**config.mk**
```make
export PLATFORM = sky130hd
export DESIGN_NAME = tank_motion_ctrl
export DESIGN_NICKNAME = d
export VERILOG_FILES = /design/src/rtl/tank_motion_ctrl.sv
export SDC_FILE = /design/constraint.sdc
export NUM_CORES = 1
export LEC_CHECK = 0
export ABC_AREA = 1
export CAP_MARGIN = 20
export CORE_MARGIN = 2
export CORE_UTILIZATION = 40
export CTS_BUF_LIST = sky130_fd_sc_hd__clkbuf_2 sky130_fd_sc_hd__clkbuf_4 sky130_fd_sc_hd__clkbuf_8
export CTS_CLUSTER_SIZE = 20
export DETAILED_ROUTE_END_ITERATION = 10
export SLEW_MARGIN = 5
export SYNTH_ARGS = -nofsm -noshare
export SYNTH_HDL_FRONTEND = slang
export SYNTH_SLANG_ARGS = --single-unit
```
**constraint.sdc**
```tcl
create_clock -name clk -period 4.72 [get_ports clk]
set_clock_uncertainty 0.15 [all_clocks]
set_input_delay 1.18 -clock clk [delete_from_list [all_inputs] [get_ports clk]]
set_output_delay 1.18 -clock clk [all_outputs]
set_load 0.05 [all_outputs]
```
**src/rtl/tank_motion_ctrl.sv**
```systemverilog
// Joystick-driven tank sprite: speed-ramp FSM, clamped per-axis motion, heading and overlay.
// Build option: define TANK_OUTLINE_EN to draw the sprite's outer 1-pixel border in white.
module tank_motion_ctrl #(
    parameter int          X0         = 200,
    parameter int          Y0         = 200,
    parameter int          SPRITE_W   = 20,
    parameter int          SPRITE_H   = 20,
    parameter int          DEAD_LO    = 400,
    parameter int          DEAD_HI    = 600,
    parameter int          TICK_DIV   = 1000000,
    parameter int          MAX_SPEED  = 4,
    parameter int          X_MIN      = 3,
    parameter int          X_MAX      = 1004,
    parameter int          Y_MIN      = 3,
    parameter int          Y_MAX      = 744,
    parameter logic [11:0] SPRITE_RGB = 12'h000
) (
    input  logic        clk,
    input  logic        rst,
    input  logic        select_mode,
    input  logic [10:0] hcount,
    input  logic [9:0]  vcount,
    input  logic        hblnk,
    input  logic        vblnk,
    input  logic        hsync,
    input  logic        vsync,
    input  logic [11:0] rgb_in,
    input  logic [9:0]  joy_x,
    input  logic [9:0]  joy_y,
    output logic        select_out,
    output logic [10:0] hcount_out,
    output logic [9:0]  vcount_out,
    output logic        hblnk_out,
    output logic        vblnk_out,
    output logic        hsync_out,
    output logic        vsync_out,
    output logic [11:0] rgb_out,
    output logic [11:0] xpos,
    output logic [11:0] ypos,
    output logic [2:0]  heading,
    output logic [3:0]  speed
);

    localparam int                     CNT_W       = $clog2(TICK_DIV);
    localparam logic [CNT_W-1:0]       CNT_LAST    = CNT_W'(TICK_DIV - 1);
    localparam logic [9:0]             DEAD_LO_V   = 10'(DEAD_LO);
    localparam logic [9:0]             DEAD_HI_V   = 10'(DEAD_HI);
    localparam logic [3:0]             MAX_SPEED_V = 4'(MAX_SPEED);
    localparam logic signed [12:0]     X_MIN_S     = 13'(X_MIN);
    localparam logic signed [12:0]     X_MAX_S     = 13'(X_MAX);
    localparam logic signed [12:0]     Y_MIN_S     = 13'(Y_MIN);
    localparam logic signed [12:0]     Y_MAX_S     = 13'(Y_MAX);
    localparam logic [11:0]            X0_V        = 12'(X0);
    localparam logic [11:0]            Y0_V        = 12'(Y0);
    localparam logic [12:0]            W_V         = 13'(SPRITE_W);
    localparam logic [12:0]            H_V         = 13'(SPRITE_H);

    localparam logic [1:0] ST_IDLE   = 2'd0;
    localparam logic [1:0] ST_RAMP   = 2'd1;
    localparam logic [1:0] ST_CRUISE = 2'd2;

    typedef struct packed {
        logic        select;
        logic [10:0] hcount;
        logic [9:0]  vcount;
        logic        hblnk;
        logic        vblnk;
        logic        hsync;
        logic        vsync;
        logic [11:0] rgb;
    } vid_t;

    logic [CNT_W-1:0] cnt_q, cnt_d;
    logic [1:0]       state_q, state_d;
    logic [11:0]      xpos_q, xpos_d;
    logic [11:0]      ypos_q, ypos_d;
    logic [3:0]       speed_q, speed_d;
    logic [2:0]       heading_q, heading_d;
    vid_t             vid_q, vid_d;

    logic             tick;
    logic             dx_pos, dx_neg, dy_pos, dy_neg;
    logic             moving, turn;
    logic [2:0]       dir_heading;
    logic [12:0]      h_ext, v_ext, x_ext, y_ext, x_end, y_end;
    logic             in_sprite;

    // Moves one axis by +/-spd in 13-bit signed space, then saturates into [lo, hi].
    function automatic logic [11:0] step_clamp(
        input logic [11:0]        pos,
        input logic               inc,
        input logic               dec,
        input logic [3:0]         spd,
        input logic signed [12:0] lo,
        input logic signed [12:0] hi
    );
        logic signed [12:0] sum;
        sum = $signed({1'b0, pos});
        if (inc)      sum = sum + $signed({9'd0, spd});
        else if (dec) sum = sum - $signed({9'd0, spd});
        if (sum < lo)      sum = lo;
        else if (sum > hi) sum = hi;
        return sum[11:0];
    endfunction

    assign tick = (cnt_q == CNT_LAST);

    always_comb begin
        dx_pos = (joy_x < DEAD_LO_V);
        dx_neg = (joy_x > DEAD_HI_V);
        dy_pos = (joy_y < DEAD_LO_V);
        dy_neg = (joy_y > DEAD_HI_V);
        moving = dx_pos | dx_neg | dy_pos | dy_neg;
        // Deadzone on both axes leaves the last heading in place.
        case ({dx_pos, dx_neg, dy_pos, dy_neg})
            4'b1000: dir_heading = 3'd0;
            4'b1010: dir_heading = 3'd1;
            4'b0010: dir_heading = 3'd2;
            4'b0110: dir_heading = 3'd3;
            4'b0100: dir_heading = 3'd4;
            4'b0101: dir_heading = 3'd5;
            4'b0001: dir_heading = 3'd6;
            4'b1001: dir_heading = 3'd7;
            default: dir_heading = heading_q;
        endcase
        turn = (dir_heading != heading_q);
    end

    always_comb begin
        // NOTE: every output of this block gets a default first so no path can infer a latch.
        cnt_d     = tick ? '0 : cnt_q + 1'b1;
        state_d   = state_q;
        speed_d   = speed_q;
        heading_d = heading_q;
        xpos_d    = xpos_q;
        ypos_d    = ypos_q;
        if (!select_mode) begin
            state_d = ST_IDLE;
            speed_d = 4'd0;
            xpos_d  = X0_V;
            ypos_d  = Y0_V;
        end else if (tick) begin
            case (state_q)
                ST_IDLE: begin
                    if (moving) begin
                        state_d   = ST_RAMP;
                        speed_d   = 4'd1;
                        heading_d = dir_heading;
                    end
                end
                ST_RAMP, ST_CRUISE: begin
                    if (!moving) begin
                        state_d = ST_IDLE;
                        speed_d = 4'd0;
                    end else if (turn) begin
                        state_d   = ST_RAMP;
                        speed_d   = 4'd1;
                        heading_d = dir_heading;
                    end else if (speed_q < MAX_SPEED_V) begin
                        speed_d = speed_q + 4'd1;
                        if (speed_d == MAX_SPEED_V) state_d = ST_CRUISE;
                    end else begin
                        state_d = ST_CRUISE;
                    end
                end
                default: begin
                    state_d = ST_IDLE;
                    speed_d = 4'd0;
                end
            endcase
            xpos_d = step_clamp(xpos_q, dx_pos, dx_neg, speed_d, X_MIN_S, X_MAX_S);
            ypos_d = step_clamp(ypos_q, dy_pos, dy_neg, speed_d, Y_MIN_S, Y_MAX_S);
        end
    end

    always_comb begin
        h_ext     = {2'b00, hcount};
        v_ext     = {3'b000, vcount};
        x_ext     = {1'b0, xpos_q};
        y_ext     = {1'b0, ypos_q};
        x_end     = x_ext + W_V;
        y_end     = y_ext + H_V;
        in_sprite = (h_ext >= x_ext) && (h_ext < x_end) && (v_ext >= y_ext) && (v_ext < y_end);

        vid_d.select = select_mode;
        vid_d.hcount = hcount;
        vid_d.vcount = vcount;
        vid_d.hblnk  = hblnk;
        vid_d.vblnk  = vblnk;
        vid_d.hsync  = hsync;
        vid_d.vsync  = vsync;
        vid_d.rgb    = rgb_in;
        if (select_mode && in_sprite) begin
`ifdef TANK_OUTLINE_EN
            if ((h_ext == x_ext) || (h_ext == x_end - 13'd1) ||
                (v_ext == y_ext) || (v_ext == y_end - 13'd1))
                vid_d.rgb = 12'hFFF;
            else
                vid_d.rgb = SPRITE_RGB;
`else
            vid_d.rgb = SPRITE_RGB;
`endif
        end
    end

    // NOTE: sequential state uses non-blocking assignments so all flops sample the same pre-edge values.
    always_ff @(posedge clk or negedge rst) begin
        if (!rst) begin
            cnt_q     <= '0;
            state_q   <= ST_IDLE;
            speed_q   <= 4'd0;
            heading_q <= 3'd0;
            xpos_q    <= X0_V;
            ypos_q    <= Y0_V;
            vid_q     <= '0;
        end else begin
            cnt_q     <= cnt_d;
            state_q   <= state_d;
            speed_q   <= speed_d;
            heading_q <= heading_d;
            xpos_q    <= xpos_d;
            ypos_q    <= ypos_d;
            vid_q     <= vid_d;
        end
    end

    assign select_out = vid_q.select;
    assign hcount_out = vid_q.hcount;
    assign vcount_out = vid_q.vcount;
    assign hblnk_out  = vid_q.hblnk;
    assign vblnk_out  = vid_q.vblnk;
    assign hsync_out  = vid_q.hsync;
    assign vsync_out  = vid_q.vsync;
    assign rgb_out    = vid_q.rgb;
    assign xpos       = xpos_q;
    assign ypos       = ypos_q;
    assign speed      = speed_q;
    assign heading    = heading_q;

endmodule
```
==> results of run 1 <==
state kept, by name (all words and copies together) (netlist names), 2 cells and up:
register	flops
heading	3
hcount_out	11
speed	4
cnt_q	20
state_q	2
rgb_out	12
vcount_out	10
xpos	12
ypos	12
report_power, final:
part	switching (W)	total, W	internal [W]
Combinational	0.000329	0.000569	0.000241
Clock	0.000340	0.000542	0.000202
Sequential	0.00000976	0.000811	0.000801
Total	0.000679	0.00192	0.00124
final cells by class:
cell class                 count  area share [%]
multi-input combinational    747            47.4
sequential                    91            22.4
timing repair buffer         240            20.3
inverter                     142            5.32
tap                          225            2.76
clock buffer                   9            1.22
clock inverter                 7           0.589
placed cells by master (no fill, tap or decap), types with 21 or more instances in the layout:
master / instances
buf_4: 110
inv_1: 114
dfrtp_1: 85
xor2_1: 25
nor2_1: 82
nand4_1: 21
nand2_1: 215
inv_2: 25
o21ai_0: 24
ha_1: 52
nand3_1: 75
a21oi_1: 35
nand2_2: 49
clkdlybuf4s50_1: 107
path summary, 6_finish.rpt:
kind                            startpoint          to  cells past startpoint
worst min-delay path             cnt_q[17]   cnt_q[17]                      1
worst max register to register     xpos[3]  rgb_out[2]                     17
max in group asynchronous              rst     ypos[6]                      2
min in group asynchronous              rst    cnt_q[2]                      1
worst max-delay path              joy_x[7]     ypos[4]                     27
worst min register to register   cnt_q[17]   cnt_q[17]                      1
metrics by stage:
step                      total power, W  setup WS, ps  instances  TNS, ps  utilization (%)
final                            0.00192           203       1461        0             58.9
after global routing             0.00203         -52.3       1461     -279             58.9
after CTS                        0.00191          2.18       1450        0             57.1
after detailed placement         0.00132          -909       1421   -17020             53.4
after global placement           0.00132          -876       1421   -15860             53.4
after floorplan                  0.00109          66.6        996        0                -
cell families after synthesis:
group           Yosys count
xor+xnor                 27
fa+ha+maj                66
flops                    91
simple gates            532
mux                       1
compound gates          121
buf+inv                 158
per-layer routing:
layer	part of all wire [%]	global-route usage [%]
met4	1.5	6.47
met3	5.9	4.11
met2	46	36.8
met5	0	0
met1	47	32.5
what timing repair did:
| action | 4_1_cts | 5_1_grt |
|---|---|---|
| pin swaps | 69 | 82 |
| setup buffers | 13 | 11 |
| hold buffers | 0 | 0 |
| endpoints found under the setup margin | 20 | 20 |
| gates resized for setup | 117 | 120 |
==> results.toml, run 1 <==
[drt]
ant_nets = 0
vias_per_cell = 5.05
firstDrtPassIters = 6
wl_per_cell_um = 14.9
drc = 0
finalWirelength_um = 21800
vias = 7376
dr.first_iter.drc_count = 503

[synth]
yosys.area_share.simple_pct = 33.3
synthDistinctLibCells = 48
synth-warning-count = 0
synth.area.mux_share_pct = 0.141
netlist_area_um2 = 7090
synth.most_common_cell = "nand2_1"
synth_top_family_by_area = "simple AND/OR/NAND/NOR gates"
synth_common_cells = "nand2_1 (272), inv_1 (129), nor2_1 (102), nand3_1 (91), dfrtp_1 (85)"
synth_edf_count = 0
postSynthCellCount = 996
async_reset_ff_share_pct = 100
synth.yosys.seq_area_share_pct = 32.2
syn-num-nets = 1122
ys_dominant_reg_cell = "dfrtp_1"
synth.area.top_cells = "dfrtp_1 (30%), nand2_1 (14%), ha_1 (11%)"
synth-seq-cells = 91
yosysTopAreaCell = "dfrtp_1"
avgSynthCellArea_um2 = 7.12
synth_top_area_share_pct = 30.0
synth_compound_area_share_pct = 10.3
synthXorXnorAreaFrac_pct = 3.34
synth_fa_ha_area_share_pct = 12.1

[setup_path]
cp_max_fo = 5
path_common_cell = "nand3_2"
arrival_ps = 4690
cp-end-kind = "flop"
cp_slowest_stage_delay_ps = 360
cp.required_ps = 4890
crit_type = "primary input to flop"
r2r_slack_ps = 1030
crit_buf_inv = 5
cp_slowest_cell = "fa_2"
cp_top_family = "simple AND/OR/NAND/NOR gates"
startpoint_type = "primary input"

[layout]
final-seq-area_um2 = 2280
nets = 1357
final_area_um2 = 10200
area_delta_synth_final_pct = 43.8
n_fill_cell = 1643
drive_gt1_share_pct = 26.7
diodes = 0
multi_input_comb_area_um2 = 4830

[placement]
io_buffers = 128
place_congestion = 0.914
post-dp-hpwl_um = 16200
dpl_cell_area_um2 = 9230

[timing]
hold_ws_ps = 325
tightest_slew_ps = 729
setup_viol = 0
slew_viol_final = 0
period_needed_ps = 4520
slew_headroom_pct = 51.2
fmax_ghz = 0.221
fin_crit_sh_pct = 95.7
hold_viol_final = 0

[cts]
clkTransAtPathRegs_ps = 100
cts_max_level = 3
clockBufferDepth = 2
insertion_delay_ps = 390
tritoncts = "done"
cts_num_sinks = 91
cts_made_buffers = 9
cts_root_buffer = "clkbuf_8"

[global_routing]
antenna_found_initial = 0
grt_overflow = 0
grt_usage_pct = 23.2
grt_pass1_wl_um = 34400
first_global_vias = 6927
grt_start_max_net_pins = 37

[die]
coreArea_um2 = 17300
die-area_um2 = 18800
start_util_pct = 41.0
ioPinCount = 129
die_y_um = 137
die_w_um = 137
fp-row-count = 48

[power_and_ir_drop]
vdd_ir_drop_max_mv = 0.131
power.density_nw_per_um2 = 189
power_leakage_nw = 5.12

[hold_path]
hp-class = "flop to flop"

[status]
status = "complete, no violations"

[flow_run]
cap_violations = 0
No activity file was read; power rests on OpenSTA's default activity.
==> run 2, diff against run 1 <==
--- a/config.mk
+++ b/config.mk
@@ -7,10 +7,10 @@
 export LEC_CHECK = 0
 export ABC_AREA = 1
 export CAP_MARGIN = 20
+export CORE_ASPECT_RATIO = 0.6
 export CORE_MARGIN = 2
 export CORE_UTILIZATION = 40
 export CTS_BUF_LIST = sky130_fd_sc_hd__clkbuf_2 sky130_fd_sc_hd__clkbuf_4 sky130_fd_sc_hd__clkbuf_8
-export CTS_CLUSTER_SIZE = 20
 export DETAILED_ROUTE_END_ITERATION = 10
 export SLEW_MARGIN = 5
 export SYNTH_ARGS = -nofsm -noshare
==> run 2 against run 1 <==
Effect of this change: combinational power grew 3%; worst setup slack worse by 61 ps; hold slack worse by 8.2 ps; sequential power increased by 0.6%; die area rose by 0.19%; routed wire length grew 11%; non-clock buffer count up 11; register-to-register slack worse by 160 ps; critical path depth is 5 higher; critical path type unchanged.
==> results.toml, run 2 (same netlist as run 1, synthesis figures left out) <==
[status]
status = "complete, no violations"

[timing]
fin_crit_sh_pct = 97.0
slew_viol_final = 0
hold_ws_ps = 317
hold_viol_final = 0
setup_viol = 0
fmax_ghz = 0.218
period_needed_ps = 4580
tightest_slew_ps = 666
slew_headroom_pct = 55.4

[layout]
drive_gt1_share_pct = 25.9
area_delta_synth_final_pct = 45.2
largest_reg_flops = 20
n_fill_cell = 1591
final_common_cell = "nand2_1"
diodes = 0
regMostFlops = "cnt_q"
final_cell_mix = "nand2_1 (229), buf_4 (116), inv_1 (114), clkdlybuf4s50_1 (107), dfrtp_1 (85)"
final-seq-area_um2 = 2280
layout.cells.non_filler = 1481
multi_input_comb_area_um2 = 4760
nets = 1368

[die]
die-area_um2 = 18800
fp-row-count = 37
ioPinCount = 129
die_w_um = 176
coreArea_um2 = 17200
die_y_um = 107
start_util_pct = 41.2

[setup_path]
cp_max_fo = 7
r2r_cells = 17
r2r-end = "rgb_out[3]"
r2r-start = "xpos[2]"
cp_slowest_cell = "ha_4"
crit_path_end = "ypos[9]"
r2r_slack_ps = 870
path_common_cell = "nand2_1"
cp.required_ps = 4870
arrival_ps = 4720
startpoint_type = "primary input"
startpoint = "joy_x[1]"
cp_slowest_stage_delay_ps = 260
crit_type = "primary input to flop"
cp-end-kind = "flop"

[power_and_ir_drop]
power.density_nw_per_um2 = 193
power_leakage_nw = 5.21
vdd_ir_drop_max_mv = 0.175

[cts]
clkTransAtPathRegs_ps = 120
insertion_delay_ps = 400
cts_max_level = 3
cts_num_sinks = 91
cts_made_buffers = 9
cts_root_buffer = "clkbuf_8"
clockBufferDepth = 2
tritoncts = "done"

[drt]
dr.first_iter.drc_count = 767
ant_nets = 0
firstDrtPassIters = 5
wl_per_cell_um = 16.3
vias = 7519
finalWirelength_um = 24100
vias_per_cell = 5.08
drc = 0

[hold_path]
hp-class = "flop to flop"

[global_routing]
grt_pass1_wl_um = 37300
grt_overflow = 0
grt_usage_pct = 25.7
first_global_vias = 6870
antenna_found_initial = 0
grt_start_max_net_pins = 79

[placement]
io_buffers = 128
place_congestion = 0.978
post-dp-hpwl_um = 18000
dp_cells = 1427

[flow_run]
cap_violations = 0
-- run 2: cell count changes in the layout (fill, tap and decap cells not counted), sizes merged --
cell,delta
buf,+11
clkbuf,-4
clkdlybuf4s15,+2
clkinvlp,-2
dlygate4sd2,+2
clkinv,+1
inv,+1
-- run 2: timing repair --
item	CTS	global route
gates resized for setup	101	111
buffers inserted	16	21
gates cloned	0	0
endpoints found under the setup margin	20	20
pin swaps	51	69
hold buffers	0	0
-- run 2: layout make-up --
class / count / area share, %
Clock inverter: 7 / 0.741
Clock buffer: 9 / 1.20
Sequential cell: 91 / 22.2
Inverter: 142 / 5.31
Multi-Input combinational cell: 747 / 46.2
Tap cell: 234 / 2.84
Timing Repair Buffer: 251 / 21.5
-- run 2: critical path: cells and delay by family --
family                     cells  cell delay, ps
and+or+nand+nor               22            2260
buffers and inverters          6             710
AOI/OAI and AO/OA              3             330
adders and majority gates      1             260
-- run 2: metrics by stage --
stage / util (%) / area (µm²) / setup TNS (ps) / total power, W / worst slack (ps)
3_3_place_gp: 53.5 / 9220 / -15100 / 0.00132 / -852
2_1_floorplan: - / 7090 / 0 / 0.00109 / 66.6
3_5_place_dp: 53.5 / 9220 / -16220 / 0.00132 / -880
4_1_cts: 57.3 / 9860 / 0 / 0.00193 / 3.04
6_report: 59.8 / 10300 / 0 / 0.00199 / 142
5_1_grt: 59.8 / 10300 / -490 / 0.00209 / -52.0
-- run 2: how the worst min path moves through the flow --
stage | slack [ps] | start | cells past startpoint | end
finish | 320 | cnt_q[0] | 1 | cnt_q[0]
global route | 340 | cnt_q[0] | 1 | cnt_q[0]
CTS | 320 | cnt_q[0] | 1 | cnt_q[0]
detailed placement | 300 | cnt_q[0] | 1 | cnt_q[0]
global placement | 300 | cnt_q[17] | 1 | cnt_q[17]
floorplan | 280 | cnt_q[17] | 1 | cnt_q[17]
-- run 2: power by group --
group / switching [W] / internal [W]
Sequential: 0.0000150 / 0.000801
Combinational: 0.000341 / 0.000245
Clock: 0.000371 / 0.000214
-- run 2: per-layer routing --
layer / vias up / GRT usage (%) / part of all wire, %
met5: - / 0 / 0
met4: 0 / 3.78 / 1.0
met3: 18 / 8.65 / 12
met2: 353 / 32.3 / 36
met1: 3434 / 41.4 / 51
li1: 3714 / - / -
